<file path="config.mk">
export PLATFORM = sky130hd
export DESIGN_NAME = draw_balls
export DESIGN_NICKNAME = d
export VERILOG_FILES = /design/src/rtl/draw_balls.sv
export SDC_FILE = /design/constraint.sdc
export NUM_CORES = 1
export LEC_CHECK = 0
export ABC_AREA = 1
export BUFFER_PORTS_ARGS = -buffer_cell sky130_fd_sc_hd__buf_4
export CORE_MARGIN = 2
export CORE_UTILIZATION = 40
export DETAILED_ROUTE_END_ITERATION = 16
export GPL_TIMING_DRIVEN = 0
export PLACE_DENSITY_LB_ADDON = 0.12
export SLEW_MARGIN = 10
export SYNTH_ARGS = -nofsm -noshare
export SYNTH_HDL_FRONTEND = slang
export SYNTH_SLANG_ARGS = --single-unit
</file>
<file path="constraint.sdc">
create_clock -name clk -period 17.1 [get_ports clk]
set_clock_uncertainty 0.2 [all_clocks]
set_input_delay 3.42 -clock clk [delete_from_list [all_inputs] [get_ports clk]]
set_output_delay 3.42 -clock clk [all_outputs]
set_load 0.005 [all_outputs]
</file>
<file path="src/rtl/draw_balls.sv">
// Multi-ball circle renderer: 3-stage squared-distance pipeline with per-frame
// double-buffered ball centres, halo flag, lowest-index selection, shading and contact.
module draw_balls #(
  parameter int unsigned N_BALLS     = 2,
  parameter int unsigned CW          = 11,
  parameter int unsigned RADIUS      = 16,
  parameter int unsigned NEAR_MARGIN = 17,
  parameter int unsigned SHADE_SHIFT = 5,
  parameter int unsigned IDW         = (N_BALLS > 1) ? $clog2(N_BALLS) : 1
) (
  input  logic                  clk,
  input  logic                  rst,
  input  logic                  frame_start,
  input  logic                  pix_valid,
  input  logic [CW-1:0]         x,
  input  logic [CW-1:0]         y,
  input  logic [N_BALLS*CW-1:0] pos_x,
  input  logic [N_BALLS*CW-1:0] pos_y,
  output logic                  out_valid,
  output logic [N_BALLS-1:0]    in_ball,
  output logic                  near_ball,
  output logic [IDW-1:0]        hit_id,
  output logic [11:0]           ball_color,
  output logic                  contact,
  output logic                  contact_frame
);

  localparam int unsigned P  = CW - 1;
  localparam int unsigned DW = 2 * P + 1;
  localparam int unsigned R2 = RADIUS * RADIUS;
  localparam int unsigned RN = R2 + NEAR_MARGIN;

  logic [CW-1:0] sx [N_BALLS];
  logic [CW-1:0] sy [N_BALLS];

  // Shadow centres; all-ones sets the hidden flag so nothing draws before the first frame
  always_ff @(posedge clk or posedge rst) begin
    if (rst) begin
      for (int i = 0; i < int'(N_BALLS); i++) begin
        sx[i] <= '1;
        sy[i] <= '1;
      end
    end else if (frame_start) begin
      for (int i = 0; i < int'(N_BALLS); i++) begin
        sx[i] <= pos_x[i*CW +: CW];
        sy[i] <= pos_y[i*CW +: CW];
      end
    end
  end

  logic signed [P:0]    dx_c [N_BALLS];
  logic signed [P:0]    dy_c [N_BALLS];
  logic [N_BALLS-1:0]   vis_c;

  always_comb begin
    vis_c = '0;
    for (int i = 0; i < int'(N_BALLS); i++) begin
      dx_c[i]  = $signed({1'b0, x[P-1:0]}) - $signed({1'b0, sx[i][P-1:0]});
      dy_c[i]  = $signed({1'b0, y[P-1:0]}) - $signed({1'b0, sy[i][P-1:0]});
      vis_c[i] = !x[CW-1] && !y[CW-1] && !sx[i][CW-1] && !sy[i][CW-1];
    end
  end

  logic                 s1_valid;
  logic signed [P:0]    s1_dx [N_BALLS];
  logic signed [P:0]    s1_dy [N_BALLS];
  logic [N_BALLS-1:0]   s1_vis;

  always_ff @(posedge clk or posedge rst) begin
    if (rst) begin
      s1_valid <= 1'b0;
      s1_vis   <= '0;
      for (int i = 0; i < int'(N_BALLS); i++) begin
        s1_dx[i] <= '0;
        s1_dy[i] <= '0;
      end
    end else begin
      s1_valid <= pix_valid;
      s1_vis   <= vis_c;
      for (int i = 0; i < int'(N_BALLS); i++) begin
        s1_dx[i] <= dx_c[i];
        s1_dy[i] <= dy_c[i];
      end
    end
  end

  // Full-width sum of squares; the true value always fits in DW bits
  function automatic logic [DW-1:0] sq_sum(input logic signed [P:0] a,
                                           input logic signed [P:0] b);
    logic signed [DW-1:0] ae;
    logic signed [DW-1:0] be;
    ae = DW'(a);
    be = DW'(b);
    return $unsigned(ae * ae + be * be);
  endfunction

  logic                 s2_valid;
  logic [DW-1:0]        s2_dist [N_BALLS];
  logic [N_BALLS-1:0]   s2_vis;

  always_ff @(posedge clk or posedge rst) begin
    if (rst) begin
      s2_valid <= 1'b0;
      s2_vis   <= '0;
      for (int i = 0; i < int'(N_BALLS); i++) s2_dist[i] <= '0;
    end else begin
      s2_valid <= s1_valid;
      s2_vis   <= s1_vis;
      for (int i = 0; i < int'(N_BALLS); i++) s2_dist[i] <= sq_sum(s1_dx[i], s1_dy[i]);
    end
  end

  logic [N_BALLS-1:0] in_c;
  logic               near_c;
  logic [IDW-1:0]     id_c;
  logic [DW-1:0]      wdist_c;
  logic [3:0]         lvl_c;

  // Descending scan so the lowest covering index is the last one written
  always_comb begin
    in_c    = '0;
    near_c  = 1'b0;
    id_c    = '0;
    wdist_c = '0;
    for (int i = int'(N_BALLS) - 1; i >= 0; i--) begin
      in_c[i] = s2_vis[i] && (32'(s2_dist[i]) <= R2);
      if (s2_vis[i] && (32'(s2_dist[i]) <= RN)) near_c = 1'b1;
      if (in_c[i]) begin
        id_c    = IDW'(i);
        wdist_c = s2_dist[i];
      end
    end
    lvl_c = 4'hF - wdist_c[SHADE_SHIFT+3:SHADE_SHIFT];
  end

  always_ff @(posedge clk or posedge rst) begin
    if (rst) begin
      out_valid  <= 1'b0;
      in_ball    <= '0;
      near_ball  <= 1'b0;
      hit_id     <= '0;
      ball_color <= 12'h000;
    end else if (s2_valid) begin
      out_valid  <= 1'b1;
      in_ball    <= in_c;
      near_ball  <= near_c;
      hit_id     <= id_c;
      ball_color <= (|in_c) ? {3{lvl_c}} : 12'h000;
    end else begin
      out_valid  <= 1'b0;
      in_ball    <= '0;
      near_ball  <= 1'b0;
      hit_id     <= '0;
      ball_color <= 12'h000;
    end
  end

  logic [3:0] pop_c;
  logic       hit3_c;

  always_comb begin
    pop_c = '0;
    for (int i = 0; i < int'(N_BALLS); i++) pop_c = pop_c + 4'(in_ball[i]);
    hit3_c = out_valid && (pop_c >= 4'd2);
  end

  // A hit in the frame_start cycle still belongs to the frame that is ending
  always_ff @(posedge clk or posedge rst) begin
    if (rst) begin
      contact       <= 1'b0;
      contact_frame <= 1'b0;
    end else if (frame_start) begin
      contact_frame <= contact | hit3_c;
      contact       <= 1'b0;
    end else begin
      contact       <= contact | hit3_c;
    end
  end

endmodule

</file>
# [After elaboration in Yosys (flattened, before gate mapping)]
# Index checks and enable logic that the tools add are counted.
# W data, S select, Z words.
[totals] in_bits=70 ff_bits=155 wordCells=69 output_inout_bits=19
[op_classes] n_lt_le_gt_ge=5 n_bitwise=1 muxes=13 n_reduce_logical=17 multipliers=4 add_sub_neg=8
[op_table] op="$le A21 B9 Y1 const B" n=4
[op_table] op="$mul A11 B11 Y21" n=4
[op_table] op="$sub A10 B10 Y11" n=4
[op_table] op="$add A21 B21 Y21" n=2
[op_table] op="$mux W12" n=2
[op_table] op="$mux W9" n=2
[op_table] op="$logic_and A1 B1 Y1" n=10
[op_table] op="$mux W1" n=8
[op_table] op="$logic_not A1 Y1" n=6
[op_table] op="$sub A4 B4 Y4 const A" n=1
[op_table] op="$add A1 B1 Y2" n=1
[op_table] op="$ge A2 B2 Y1 const B" n=1
[op_table] op="$mux W2" n=1
[op_table] op="$reduce_or A2 Y1" n=1
[op_table] op="$or A1 B1 Y1" n=1

# [Depth between registers and ports, before layout]
# Gate-level depths: netlist of the first run.
[logic_depth] ltp_word=7 mapped_depth=27 depth_no_buf=26

# [Worst setup path after synthesis of the first run]
# Ideal clock, no wire load.
[synth_path] kind="register to register" startpoint="reg s1_dy[21] in the netlist's numbering" endpoint="reg s2_dist[39] in the netlist's numbering" required_ns=16.776 setup_time_ns=0.124 arrival_time_ns=5.898 stages_incl_launch_ff=23 slack_ns=10.878 path_buffers=1 synth_period_minus_slack_ns=6.222 path_cell_list="dfrtp_1 > clkbuf_1 > nand2_1 > inv_1 > fa_1 > inv_1 > fa_1 > inv_1 > fa_1 > fa_1 > fa_1 > fa_1 > inv_1 > fa_1 > inv_1 > ha_1 > nand2_1 > nand2_1 > a31oi_1 > nand3_1 > nand2_1 > nand2_1 > xor2_1"
[synth_via] elab_chain_len=2
[synth_lines] element="start: declaration" line="66" text="logic signed [P:0] s1_dy [N_BALLS];"
[synth_lines] element="start signal: indexed assignment" line="82" text="s1_dy[i] <= dy_c[i];"
[synth_lines] element="$mul A11 B11 Y21" line="94" text="return $unsigned(ae * ae + be * be);"
[synth_lines] element="$add A21 B21 Y21" line="94"
[synth_lines] element="end: declaration" line="98" text="logic [DW-1:0] s2_dist [N_BALLS];"
# No other way between the ends.
# A chain may end at the register's enable or synchronous reset.

# [Worst setup path after layout of the first run]
[layout_path] startpoint="reg s1_dy[10] in the netlist's numbering" endpoint="reg s2_dist[20] in the netlist's numbering"
# The elaborated chain is that of the path after synthesis.

==> results of run 1 <==
## worst max path at each step
stage                          end  slack (ns)  depth (start not counted)
finish                 s2_dist[20]        9.92                         23
global route           s2_dist[20]        9.50                         23
CTS                    s2_dist[20]        9.91                         23
detailed placement     s2_dist[20]        9.94                         23
global placement          s1_dy[0]        7.56                          2
floorplan           ball_color[10]        9.60                          1
## area by class of cell
type	instances	area share [%]
clock inverters	15	0.629
clock buffers	17	1.67
diodes	1	0.00983
inverters	840	12.4
repair buffers	88	2.67
flip-flops and latches	147	14.7
plain buffers	62	1.07
multi-input cells	1548	63.1
well taps	765	3.76
## metrics by stage
stage	cells	cell area, um^2	util (%)	hold WS [ns]
3_3_place_gp	3449	24800	43.1	0.139
4_1_cts	3482	25500	44.2	0.162
5_1_grt	3482	25500	44.2	0.179
2_1_floorplan	2597	23200	-	0.131
3_5_place_dp	3450	24900	43.2	0.139
6_report	3483	25500	44.2	0.157
## critical path: stages (launching register included)
cell,delay [ns]
dfrtp_1,0.53
clkbuf_1,0.41
nand2_1,0.35
inv_1,0.39
fa_1,0.51
fa_1,0.52
inv_1,0.05
fa_1,0.48
fa_1,0.59
inv_1,0.06
fa_1,0.47
inv_1,0.05
fa_1,0.45
fa_1,0.49
inv_1,0.05
ha_1,0.35
a21oi_1,0.21
nor2_1,0.07
nor3_1,0.16
o21ai_1,0.09
a31oi_1,0.33
inv_1,0.08
nand2_1,0.08
nand2_1,0.07
## per-layer routing
metal | share of wire [%] | vias up
li1 | - | 7644
met1 | 50 | 7851
met2 | 45 | 257
met3 | 4.1 | 45
met4 | 1.1 | 4
met5 | 0.051 | -
## cell usage in the layout, fill, tap and decap left out, types with 47 or more instances in the layout
cell	n
xor2_1	61
dfrtp_1	103
clkbuf_1	47
ha_1	200
inv_1	836
fa_1	454
nand2_1	437
a21oi_1	68
buf_4	97
nor2_1	83
## cells by family (layout without fill, tap and decap cells)
| family | count (synthesis) | in the layout |
|---|---|---|
| buf+inv | 902 | 1022 |
| fa+ha+maj | 654 | 654 |
| simple gates | 625 | 625 |
| compound gates | 166 | 166 |
| flops | 147 | 147 |
| xor+xnor | 95 | 95 |
| mux | 8 | 8 |
| other cells | 0 | 1 |
## sequential cells by signal, indices dropped and copies added (netlist names), 4 cells and up
register and cells:
sx 22, s2_dist 42, s1_dx 22, s1_dy 22
ball_color 4, sy 22
==> impl_metrics.csv, run 1 <==
group,metric,value,unit
status,outcome,"complete, no violations",
synth,syn-cell-area,0.0232,mm^2
floorplanning,die_h,245,um
cts,cts_inserted_buffers,17,
placement,dp_hpwl,47100,um
final_layout,multiInputGateArea,0.0161,mm^2
floorplanning,rows,88,
synth,yosysTopAreaCell,"fa_1",
timing,setup_ws,9.92,ns
detailed_routing,drc,0,
worst_setup_path,cp-start-kind,"register",
timing,final-setup-viol-count,0,
synth,synth_flop_cell,"dfrtp_1",
global_route,grt_most_used_layer,"met2",
synth,async_flop_share,100,%
global_route,use_met3,2.86,%
final_layout,regArea,0.00373,mm^2
synth,synth_simple_gate_area_share,11.2,%
timing,finalCritPeriodShare,42.0,%
detailed_routing,wire_per_inst,15.2,um
final_layout,final_nets,3428,
detailed_routing,first_pass_iters,5,
cts,cts.sinks,147,
cts,clkTransAtPathRegs,0.08,ns
synth,synthTopCellsByCount,"837 x inv_1, 454 x fa_1, 437 x nand2_1",
global_route,grt-ovfl-total,0,
synth,synth-seq-cells,147,
timing,hold_viol,0,
worst_setup_path,required,17.27,ns
worst_setup_path,reg2regPathDepth,23,
cts,postCtsResizedCells,0,
worst_hold_path,min_from,"s1_valid",
worst_hold_path,holdCritPathClass,"register to register",
timing,max_slew_margin,46.8,%
worst_setup_path,r2r_setup_slack,9.92,ns
global_route,grtUsageMet1,28.5,%
synth,synth_area_leaders,"fa_1 39%, inv_1 14%, dfrtp_1 11%, ha_1 11%, nand2_1 7.1%",
synth,ys_types,53,
floorplanning,die_w,245,um
detailed_routing,antenna_left,0,
synth,synth_top_family_by_area,"adder cells",
synth,synth_xor_area_share,3.61,%
global_route,grtUsageMet2,30.2,%
synth,synth_cells,2597,
synth,avgSynthCellArea,8.94,um^2
global_route,antenna_found_initial,3,
placement,port_buffers,87,
worst_setup_path,critPathMaxFanout,10,
synth,yosysMostFrequentCell,"inv_1",
worst_setup_path,r2r-end,"s2_dist[20]",
placement,gp_congestion,0.850,
timing,tns,0,ns
worst_setup_path,worstSetupEndpointType,"register",
worst_setup_path,worstSetupPathType,"register to register",
worst_setup_path,cp-startpoint,"s1_dy[10]",
final_layout,drive_above_1_share,8.28,%
global_route,grt_pass1_wl,89300,um
synth,synth_top_cell_area_share,39.1,%
cts,post-cts-setup-buffers,0,
timing,fmax,139,MHz
worst_setup_path,crit_arrival,7.34,ns
global_route,grt.total_usage,19.2,%
floorplanning,core,0.0576,mm^2
cts,clkLatencyLatePin,0.49,ns
floorplanning,start_util,40.3,%
synth,ys_seq_area_share,16.1,%
final_layout,nFillCells,5743,
detailed_routing,viasPerCell,4.54,
cts,h-tree-depth,4,
detailed_routing,drtIter0Drc,659,
global_route,grt_pass1_vias,17100,
worst_hold_path,holdPathStages,0,
synth,synth_edf_count,0,
timing,rsz0062_at_grt,"no",
global_route,grt_max_degree,115,
floorplanning,die_area,0.0600,mm^2
worst_setup_path,regToRegStartpoint,"s1_dy[10]",
detailed_routing,wirelength,53000,um
cts,root_buffer,"clkbuf_16",
flow_run,max_cap_viol_count,0,
floorplanning,pin_count,89,
timing,fin_crit,7.18,ns
cts,cts_hold_buffers,0,
synth,synth_fa_ha_area_share,49.9,%
timing,worst_pin_slew,0.797,ns
synth,synth_nets,3321,
synth,synth_compound_area_share,4.13,%
cts,cts.path.max_buffers,2,
final_layout,area_delta_synth_final,9.61,%
worst_hold_path,holdPathEnd,"s2_valid",
timing,report.final.slew_viol_count,0,
placement,pre_cts_ws,9.94,ns
cts,cts_tree,"built",
detailed_routing,routed-via-count,15800,
synth,synth_warnings,0,
synth,synthMuxAreaShare,0.388,%
Power of run 1 is left out: the tool's default activity adds up to more than one toggle a clock period on the data nets, which glitch-free logic cannot reach.
==> inputs of run 2 (changes only) <==
==> constraint.sdc (replaced) <==
create_clock -name clk -period 7.3 [get_ports clk]
set_clock_uncertainty 0.2 [all_clocks]
set_input_delay 1.46 -clock clk [delete_from_list [all_inputs] [get_ports clk]]
set_output_delay 1.46 -clock clk [all_outputs]
set_load 0.005 [all_outputs]
==> run 2 against run 1 <==
  * Hold slack about the same
  * Via count is essentially flat
  * Worst setup slack got worse by 9.4 ns
  * Maximum frequency grew 5.6%
  * Critical endpoint unchanged
  * Wire length hardly changed
  * Sequential share of layout area is essentially flat
  * Sequential cell count stayed put
  * Die area is the same
  * Register-to-register slack worse by 9.4 ns
==> impl_metrics.csv, run 2 (same netlist as run 1, synthesis figures left out) <==
group,metric,value,unit
status,outcome,"complete, no violations",
timing,setup_ws,0.505,ns
final_layout,final_cell_mix,"835 x inv_1, 454 x fa_1, 434 x nand2_1, 200 x ha_1, 103 x dfrtp_1",
global_route,grt.total_usage,19.2,%
cts,cts_hold_buffers,0,
flow_run,max_cap_viol_count,0,
cts,cts_inserted_buffers,17,
cts,clkTransAtPathRegs,0.08,ns
detailed_routing,viasPerCell,4.54,
worst_setup_path,cp-startpoint,"s1_dy[2]",
cts,cts.path.max_buffers,2,
final_layout,design_area,0.0255,mm^2
global_route,grt-ovfl-total,0,
worst_hold_path,holdCritPathClass,"register to register",
final_layout,area_delta_synth_final,9.71,%
worst_setup_path,crit_arrival,6.96,ns
cts,h-tree-depth,4,
placement,gp_congestion,0.850,
timing,max_slew_margin,47.0,%
worst_setup_path,cp-start-kind,"register",
global_route,grt_pass1_vias,17100,
timing,rsz0062_at_grt,"no",
worst_setup_path,reg2regPathDepth,23,
cts,cts.sinks,147,
global_route,grt_pass1_wl,89300,um
worst_setup_path,cp_cell_sequence,"clkbuf_2 > nand2_1 > fa_1 > inv_1 > fa_1 > inv_1 > fa_1 > fa_1 > inv_1 > fa_1 > inv_1 > fa_1 > fa_1 > inv_1 > ha_1 > nand2_1 > nor2_1 > nor3_1 > o21ai_1 > a31oi_2 > inv_1 > nand2_1 > nand2_1",
worst_setup_path,worstSetupPathType,"register to register",
cts,clkLatencyLatePin,0.49,ns
placement,pre_cts_ws,0.139,ns
detailed_routing,wire_per_inst,15.2,um
worst_setup_path,r2r_setup_slack,0.50,ns
detailed_routing,routed-via-count,15800,
worst_setup_path,path_depth,23,
worst_setup_path,required,7.47,ns
worst_setup_path,critPathMaxFanout,10,
detailed_routing,wirelength,53000,um
global_route,grt_max_degree,115,
timing,report.final.slew_viol_count,0,
detailed_routing,drc,0,
worst_setup_path,regToRegStartpoint,"s1_dy[2]",
cts,root_buffer,"clkbuf_16",
floorplanning,core,0.0576,mm^2
final_layout,layout_commonest_cell,"inv_1",
final_layout,drive_above_1_share,8.69,%
global_route,antenna_found_initial,3,
worst_setup_path,crit_end,"s2_dist[20]",
detailed_routing,drtIter0Drc,698,
cts,cts_tree,"built",
detailed_routing,first_pass_iters,5,
timing,fin_crit,6.80,ns
timing,fmax,147,MHz
floorplanning,start_util,40.3,%
worst_setup_path,worst_path_largest_cell_delay,0.72,ns
detailed_routing,antenna_left,0,
floorplanning,die_w,245,um
worst_setup_path,critical_path.top_delay_family,"adder cells",
floorplanning,pin_count,89,
floorplanning,rows,88,
placement,port_buffers,87,
timing,worst_pin_slew,0.795,ns
timing,final-setup-viol-count,0,
worst_setup_path,cp_num_buf_inv,7,
placement,dpl_cell_area,0.0249,mm^2
final_layout,final_nets,3427,
floorplanning,die_h,245,um
timing,hold_viol,0,
final_layout,largest_reg_flops,42,
timing,hold_slack,0.157,ns
worst_setup_path,worstSetupEndpointType,"register",
placement,dp_hpwl,47100,um
timing,finalCritPeriodShare,93.1,%
worst_setup_path,critPathSlowestCell,"fa_1",
worst_setup_path,crit_top_cell,"fa_1",
floorplanning,die_area,0.0600,mm^2
final_layout,largest-register,"s2_dist",
worst_setup_path,r2r-end,"s2_dist[20]",
==> run 2: cell type report <==
type / instances / area (um^2)
Antenna cell: 1 / 2.50
Buffer: 61 / 277
Clock buffer: 17 / 425
Clock inverter: 15 / 160
Fill cell: 5737 / 32100
Inverter: 840 / 3160
Multi-Input combinational cell: 1548 / 16100
Sequential cell: 147 / 3730
Tap cell: 765 / 957
Timing Repair Buffer: 88 / 681
==> run 2: worst min-delay path by stage <==
stage                         from       end  slack (ns)  cells after the start
after floorplan           s1_valid  s2_valid        0.13                      0
after global placement    s1_valid  s2_valid        0.14                      0
after detailed placement  s1_valid  s2_valid        0.14                      0
after CTS                 s1_valid  s2_valid        0.16                      0
after global routing      s1_valid  s2_valid        0.18                      0
final                     s1_valid  s2_valid        0.16                      0
==> run 2: layer usage <==
layer	vias up	GRT usage, %	wire, um
met4	4	3.60	642
li1	7640	-	-
met5	-	0	27
met1	7850	28.5	26700
met2	254	30.2	23700
met3	49	2.86	1950
==> run 2: per-stage QoR <==
step	util [%]	cells	TNS [ns]
after floorplan	-	2597	0
after global placement	43.1	3449	-25.91
after detailed placement	43.2	3450	0
after CTS	44.2	3482	0
after global routing	44.3	3481	0
final	44.3	3482	0
==> run 2: timing repair <==
action,CTS,global route
gates resized for setup,0,17
buffers inserted,0,0
setup endpoints to repair,0,4
Power of run 2 is left out for the same reason.
